<file path="config.mk">
export PLATFORM = sky130hd
export DESIGN_NAME = ahb_lite_master
export DESIGN_NICKNAME = d
export VERILOG_FILES = /design/src/rtl/ahb_lite_master.sv
export SDC_FILE = /design/constraint.sdc
export NUM_CORES = 1
export LEC_CHECK = 0
export CAP_MARGIN = 10
export CORE_MARGIN = 1
export CORE_UTILIZATION = 43
export CTS_BUF_LIST = sky130_fd_sc_hd__clkbuf_4
export DETAILED_ROUTE_END_ITERATION = 10
export PLACE_DENSITY = 0.95
export SLEW_MARGIN = 20
export SYNTH_ARGS = -nofsm -noshare
export SYNTH_HDL_FRONTEND = slang
export SYNTH_SLANG_ARGS = --single-unit
</file>
<file path="constraint.sdc">
create_clock -name clk -period 2.25 [get_ports clk]
set_clock_uncertainty 0.1 [all_clocks]
set_input_delay 0.45 -clock clk [delete_from_list [all_inputs] [get_ports clk]]
set_output_delay 0.45 -clock clk [all_outputs]
set_load 0.05 [all_outputs]
</file>
<file path="src/rtl/ahb_lite_master.sv">
// AHB-Lite initiator: turns one command into an INCR burst on a 7-bit address bus.
// Define AHB_MASTER_TIMEOUT_EN to abort after TIMEOUT_CYCLES consecutive hready-low cycles.
module ahb_lite_master #(
  parameter int unsigned TIMEOUT_CYCLES = 16
) (
  input  logic        clk,
  input  logic        n_rst,
  input  logic        cmd_valid,
  output logic        cmd_ready,
  input  logic        cmd_write,
  input  logic [6:0]  cmd_addr,
  input  logic [1:0]  cmd_size,
  input  logic [6:0]  cmd_count,
  input  logic [31:0] wdata,
  input  logic        wdata_valid,
  output logic        wdata_ready,
  output logic [31:0] rdata,
  output logic        rdata_valid,
  output logic        done,
  output logic        error,
  output logic        hsel,
  output logic        hwrite,
  output logic [6:0]  haddr,
  output logic [1:0]  htrans,
  output logic [1:0]  hsize,
  output logic [2:0]  hburst,
  output logic [31:0] hwdata,
  input  logic [31:0] hrdata,
  input  logic        hready,
  input  logic        hresp
);

  typedef enum logic [2:0] {
    S_IDLE, S_ADDR, S_BURST, S_LAST, S_ERR, S_DONE
  } state_t;

  localparam logic [1:0] HT_IDLE   = 2'b00;
  localparam logic [1:0] HT_BUSY   = 2'b01;
  localparam logic [1:0] HT_NONSEQ = 2'b10;
  localparam logic [1:0] HT_SEQ    = 2'b11;

  state_t      state_q, state_d;
  logic [6:0]  haddr_q;
  logic [6:0]  left_q;
  logic [1:0]  hsize_q;
  logic        hwrite_q;
  logic        dp_q;
  logic        err_q;
  logic        rdata_valid_q;
  logic [31:0] hwdata_q;
  logic [31:0] rdata_q;
  logic        addr_ok;
  logic        data_ok;
  logic        stall_wr;
  logic        to_hit;

`ifdef AHB_MASTER_TIMEOUT_EN
  localparam int TO_W = $clog2(TIMEOUT_CYCLES + 1);
  logic [TO_W-1:0] to_q;
  logic            bus_active;

  assign bus_active = (state_q == S_ADDR) || (state_q == S_BURST) ||
                      (state_q == S_LAST) || (state_q == S_ERR);
  assign to_hit = bus_active && !hready && (to_q == TO_W'(TIMEOUT_CYCLES - 1));

  always_ff @(posedge clk) begin
    if (!n_rst || !bus_active || hready) begin
      to_q <= '0;
    end else begin
      to_q <= to_q + TO_W'(1);
    end
  end
`else
  logic unused_timeout;
  assign unused_timeout = |TIMEOUT_CYCLES;
  assign to_hit = 1'b0;
`endif

  assign stall_wr = hwrite_q && !wdata_valid;

  always_comb begin
    state_d   = state_q;
    cmd_ready = 1'b0;
    hsel      = 1'b0;
    htrans    = HT_IDLE;
    hburst    = 3'b000;
    done      = 1'b0;
    error     = 1'b0;
    addr_ok   = 1'b0;
    data_ok   = 1'b0;
    case (state_q)
      S_IDLE: begin
        cmd_ready = 1'b1;
        if (cmd_valid) begin
          state_d = (cmd_count == 7'd0) ? S_DONE : S_ADDR;
        end
      end
      S_ADDR: begin
        hsel   = 1'b1;
        hburst = 3'b001;
        if (!stall_wr) begin
          htrans = HT_NONSEQ;
          if (hready) begin
            addr_ok = 1'b1;
            state_d = (left_q == 7'd1) ? S_LAST : S_BURST;
          end
        end
      end
      S_BURST: begin
        hsel   = 1'b1;
        hburst = 3'b001;
        // First ERROR cycle cancels the pending address phase.
        if (dp_q && hresp && !hready) begin
          state_d = S_ERR;
        end else begin
          htrans = stall_wr ? HT_BUSY : HT_SEQ;
          if (hready) begin
            data_ok = dp_q;
            if (!stall_wr) begin
              addr_ok = 1'b1;
              if (left_q == 7'd1) begin
                state_d = S_LAST;
              end
            end
          end
        end
      end
      S_LAST: begin
        hsel = 1'b1;
        if (hresp && !hready) begin
          state_d = S_ERR;
        end else if (hready) begin
          data_ok = 1'b1;
          state_d = S_DONE;
        end
      end
      S_ERR: begin
        hsel = 1'b1;
        if (hready) begin
          state_d = S_DONE;
        end
      end
      S_DONE: begin
        done    = 1'b1;
        error   = err_q;
        state_d = S_IDLE;
      end
      default: state_d = S_IDLE;
    endcase
    if (to_hit) begin
      hsel    = 1'b0;
      htrans  = HT_IDLE;
      addr_ok = 1'b0;
      data_ok = 1'b0;
      state_d = S_DONE;
    end
  end

  always_ff @(posedge clk) begin
    if (!n_rst) begin
      state_q       <= S_IDLE;
      haddr_q       <= '0;
      left_q        <= '0;
      hsize_q       <= '0;
      hwrite_q      <= 1'b0;
      dp_q          <= 1'b0;
      err_q         <= 1'b0;
      rdata_valid_q <= 1'b0;
      hwdata_q      <= '0;
      rdata_q       <= '0;
    end else begin
      state_q       <= state_d;
      rdata_valid_q <= data_ok && !hwrite_q;
      if (hready) begin
        dp_q <= addr_ok;
      end
      if (cmd_valid && cmd_ready) begin
        haddr_q  <= cmd_addr;
        left_q   <= cmd_count;
        hsize_q  <= (cmd_size == 2'd3) ? 2'd2 : cmd_size;
        hwrite_q <= cmd_write;
        dp_q     <= 1'b0;
        err_q    <= 1'b0;
      end
      if (addr_ok) begin
        haddr_q <= haddr_q + (7'd1 << hsize_q);
        left_q  <= left_q - 7'd1;
        if (hwrite_q) begin
          hwdata_q <= wdata;
        end
      end
      if (data_ok && !hwrite_q) begin
        rdata_q <= hrdata;
      end
      if (state_d == S_ERR || to_hit) begin
        err_q <= 1'b1;
      end
    end
  end

  assign wdata_ready = addr_ok && hwrite_q;
  assign haddr       = haddr_q;
  assign hsize       = hsize_q;
  assign hwrite      = hwrite_q;
  assign hwdata      = hwdata_q;
  assign rdata       = rdata_q;
  assign rdata_valid = rdata_valid_q;

endmodule

</file>
## After elaboration in Yosys (flattened, before gate mapping)

Cells that the tools add are included.

- Output and inout port bits: 85
- Latch bits: 0
- Input bits: 87
- Memory bits (writable): 0
- Bits in registers: 87
- ROM bits: 0
- Memories: 0
- Word-level logic and storage cells: 78

- Divide/modulo/power cells: 0
- Magnitude comparators: 0
- Reduce and logical (&&, ||, !) cells: 18
- Add/subtract/negate cells: 2
- Multipliers: 0
- Bitwise logic cells: 1
- Shift operators: 1
- Muxes and demuxes: 38
- Eq/ne operators: 8

Operators with widths:

| cell | number |
|---|---|
| 3-bit two-way mux | 10 |
| 7-bit two-way mux | 4 |
| 1-bit two-way mux | 16 |
| 3-bit case mux with 5 select lines | 1 |
| 3-bit == test (second input constant) | 3 |
| 2-bit two-way mux | 4 |
| 7-bit adder | 1 |
| 7-bit by 1-bit == test with 1-bit output (second input constant) | 1 |
| 1-bit logical AND | 7 |
| 7-bit logical NOT | 1 |
| 1-bit by 2-bit left shift with 7-bit output (first input constant) | 1 |
| 7-bit by 1-bit subtractor with 7-bit output (second input constant) | 1 |
| 3-bit by 2-bit == test with 1-bit output (second input constant) | 2 |
| 1-bit case mux with 2 select lines | 2 |
| 2-bit case mux with 2 select lines | 1 |
| 2-bit nonzero test | 2 |
| 2-bit OR reduction | 2 |
| 4-bit OR reduction | 1 |
| 3-bit by 1-bit == test with 1-bit output (second input constant) | 1 |
| 1-bit logical NOT | 3 |
| 3-bit logical NOT | 1 |
| 2-bit == test (second input constant) | 1 |
| 2-bit AND reduction | 1 |
| 1-bit NOT | 1 |

## Longest topological paths before layout

- Word-level depth: 8
- Gate-level depth with buffers: 8
- Gate-level depth less buffers: 8

## Worst setup path before layout

Ideal clock, no wire load.

- Path type: flip-flop to output port
- From: register state_q[1]
- To: output port hsel
- Slack: -0.529 ns
- Path buffers: 1
- Required time: 1.700 ns
- Arrival time: 2.229 ns
- Stages on the path, launching flop included: 4
- Path through: dfxtp_1 > clkbuf_1 > nor3_1 > nor2b_1

- Word-level cells in the longest chain between the ends: 3
- Elaborated cells on any way between the ends: 6
- Those cells by class: 4 x eq/ne; 1 x mux; 1 x reduce/logical

RTL lines:

| element | RTL line | RTL |
|---|---|---|
| from (decl) | 42 | `state_t state_q, state_d;` |
| from (signal assigned) | 172 | `state_q <= state_d;` |
| 3-bit == test (tied with other cells) | 91 | `case (state_q)` |
| 4-bit OR reduction (no line) * | n/a |  |
| 1-bit two-way mux * | 91 |  |
| to (decl) | 21 | `output logic hsel,` |

Mark *: on every way between the ends. The rest lies on a longest branch, timed or not.

## Final worst setup path

- From: input port wdata_valid
- To: output port wdata_ready

- Word-level cells in the longest chain between the ends: 7
- Elaborated cells on any way between the ends: 8
- Those cells by class: 5 x mux; 3 x reduce/logical

RTL lines:

| element | RTL line | RTL |
|---|---|---|
| from (decl) | 15 | `input logic wdata_valid,` |
| 1-bit logical NOT * | 79 | `assign stall_wr = hwrite_q && !wdata_valid;` |
| 1-bit logical AND * | 79 |  |
| 1-bit two-way mux | 119 | `if (!stall_wr) begin` |
| 1-bit two-way mux | 117 | `if (hready) begin` |
| 1-bit two-way mux | 113 | `if (dp_q && hresp && !hready) begin` |
| 1-bit case mux with 2 select lines * | 91 |  |
| 1-bit logical AND * | 201 | `assign wdata_ready = addr_ok && hwrite_q;` |
| to (decl) | 16 | `output logic wdata_ready,` |

Marks and branches as above.

==> metrics.md <==
| Metric | Value |
|---|---|
| Outcome | `completed` |
| Post-synthesis instance area | `between 0.003 and 0.004 mm2` |
| Initial core utilization | `0.453` |
| Worst Path Arrival | `1.66 ns` |
| DP HPWL | `between 8 and 9 mm` |
| # diodes | `0` |
| Clk slew on worst S/H paths | `between 0.1 and 0.15 ns` |
| Nets | `roughly 740` |
| Placed cell area | `0.00576 mm2` |
| Top FF cell, synth | `dfxtp_1` |
| Mapped Cells | `480` |
| Die area | `between 0.009 and 0.01 mm2` |
| GPL Wtd Cong | `~0.93` |
| Critical path peak fanout | `9` |
| Final setup vio count | `0` |
| DRC Markers | `0` |
| Slew HR | `0.636` |
| Number of synthesized flops with an enable pin | `0` |
| Clk sink count | `87` |
| CTS tree | `yes` |
| Worst slack, placed | `-0.0273 ns` |
| Post-synth top area share | `0.459` |
| Worst EP required | `between 1.5 and 2 ns` |
| Final worst slack | `0.0430 ns` |
| Filler Cells Inserted | `636` |
| Hold-fix buffers, CTS | `0` |
| GRT Residual Overflow | `0` |
| CTS buffer count | `9` |
| Initial antenna violation count | `0` |
| CTS Root Cell | `clkbuf_4` |
| Max cap viols | `0` |
| Final instance area | `about 0.0060 mm2` |
| Slew Limit Fails | `0` |
| Vias/cell | `5.59` |
| Fraction of layout instances using a drive strength above 1 | `0.0986` |
| Core footprint | `approximately 0.0084 mm2` |
| Sequential share of the synthesized area | `0.459` |
| Fin. Hold Viols | `0` |
| Worst setup EP type | `primary output` |
| Vias in the first global route | `4025` |
| Syn-to-layout area delta | `57.3%` |
| Yosys Warn Count | `0` |
| Longest Clk Path Bufs | `2` |
| Placed cell count | `~740` |
| Drt pass-1 iters | `5` |
| Worst VDD drop | `roughly 0.00033 V` |
| Largest net degree at the start of global routing | `37` |
| Gr usage total | `0.259` |
| Syn Area/Cell | `between 7 and 8 um2` |
| Synth area leader | `dfxtp_1` |
| Vias | `4218` |
| FFs w/ async S/R, synth | `0` |
| DIE WIDTH | `between 90 and 100 um` |
| Setup Crit Path Kind | `in2out` |
| Count leader, synth | `nand2_1` |
| Area contributors post-synth | `dfxtp_1, a21oi_1, nand2_1, o21ai_0, nand3_1` |
| Non-filler cells in the finished layout | `754` |
| Global-route wire length before repair | `18.5 mm` |
| Fin crit period | `approximately 2.2 ns` |
| Seq cells post-synth | `slightly below 90` |
| DR iter-0 viols | `271` |
| Number of cell rows | `33` |
| Total Wirelength | `12.2 mm` |
| Post-route ant nets | `0` |
| Die Ht | `approximately 96 um` |
| Boundary pin count | `roughly 170` |
| Fmax | `approximately 0.45 GHz` |
| WL/cell | `16.1 um` |
| Leak | `approximately 2.2 nW` |
| Port buffer count | `169` |
| H-tree Lvls | `3` |
| Synth top cells by count | `nand2_1, dfxtp_1, a21oi_1, o21ai_0, nand3_1` |
| Hold Path Class | `reg2reg` |
| Pwr dens | `around 570 mW/mm2` |
| Tcrit/Tclk final | `0.981` |
| Slew @ Worst Pin | `~0.54 ns` |
| Kind of start point of the critical path | `input pin` |
| Unique masters post-synth | `56` |
| Later-pin clock latency in the skew report | `roughly 0.43 ns` |
==> through the flow <==
| step | utilization | total power [mW] | TNS (ns) | hold slack (ns) |
|---|---|---|---|---|
| final | 0.712 | 3.39 | 0 | 0.364 |
| after global routing | 0.712 | 3.53 | -0.0376 | 0.382 |
| after CTS | 0.705 | 3.37 | 0 | 0.367 |
| after detailed placement | 0.688 | 2.49 | -0.0682 | 0.348 |
| after global placement | 0.688 | 2.47 | 0 | 0.341 |
| after floorplan | - | 2.11 | 0 | 0.336 |
==> sequential cells by signal, indices dropped and copies added (netlist names) <==
signal and count:
hsize 2, rdata_valid 1, dp_q 1, state_q 3, err_q 1, hwdata 32, hwrite 1, rdata 32
haddr 7, left_q 7
==> metal layers <==
metal  global-route usage  vias to the layer above  part of all wire
li1                     -                     2014                 -
met1                0.294                     1963              0.38
met2                0.456                      197              0.52
met3               0.0458                       44             0.060
met4                0.146                        0             0.042
met5                    0                        -                 0
==> layout by cell type (no fill, tap or decap), drive strengths merged, types with 4 or more instances in the layout <==
| master | netlist | layout |
|---|---|---|
| dlygate4sd2 | 0 | 4 |
| clkdlybuf4s50 | 0 | 155 |
| o31ai | 4 | 4 |
| inv | 10 | 13 |
| ha | 6 | 6 |
| and3 | 4 | 4 |
| nor2b | 5 | 5 |
| o21ai | 36 | 36 |
| clkbuf | 27 | 9 |
| and2 | 4 | 4 |
| a21oi | 77 | 77 |
| dfxtp | 87 | 87 |
| buf | 14 | 33 |
| nand3 | 34 | 34 |
| a31oi | 5 | 5 |
| nor3 | 5 | 5 |
| nand2 | 95 | 95 |
| nor2 | 12 | 12 |
==> layout make-up <==
cell class,count,area [um2],share of cell area
tap,105,131,0.0220
clock inverter,7,71.3,0.0120
clock buffer,9,67.6,0.0113
timing repair buffer,193,2000,0.334
sequential,87,1750,0.294
inverter,11,41.3,0.00692
multi-input combinational,342,1910,0.320
==> final timing paths <==
kind | from | endpoint | slack (ns) | cells after the start
max | wdata_valid | wdata_ready | 0.04 | 6
min | rdata[25] | rdata[25] | 0.36 | 2
max reg2reg | hsize[1] | haddr[5] | 0.25 | 7
min reg2reg | rdata[25] | rdata[25] | 0.36 | 2
==> power breakdown <==
part	leakage (nW)	switching (mW)	internal [mW]	total, mW
sequential	0.707	0.0490	1.59	1.64
combinational	1.38	0.469	0.382	0.851
clock	0.0704	0.555	0.341	0.896
total	2.15	1.07	2.31	3.39
==> cell families after synthesis <==
family | after synthesis | synth area share
multiplexers | 1 | 0.00297
XOR/XNOR | 3 | 0.00693
flip-flops | 87 | 0.459
other | 1 | 0.000988
AND/OR/NAND/NOR | 177 | 0.216
adder cells (fa/ha/maj) | 7 | 0.0251
buffers and inverters | 52 | 0.0567
AO/OA/AOI/OAI | 152 | 0.233
==> timing repair <==
action,in CTS,in global routing
pin swaps,0,1
setup endpoints to repair,8,5
gates resized for setup,9,13
setup buffers,0,1
==> critical path: stages <==
cell	delay [ns]
clkdlybuf4s50_1	0.46
nand2b_1	0.15
nand4_1	0.13
buf_4	0.20
nor2_4	0.12
buf_12	0.15
No activity file was read; power rests on OpenSTA's default activity.
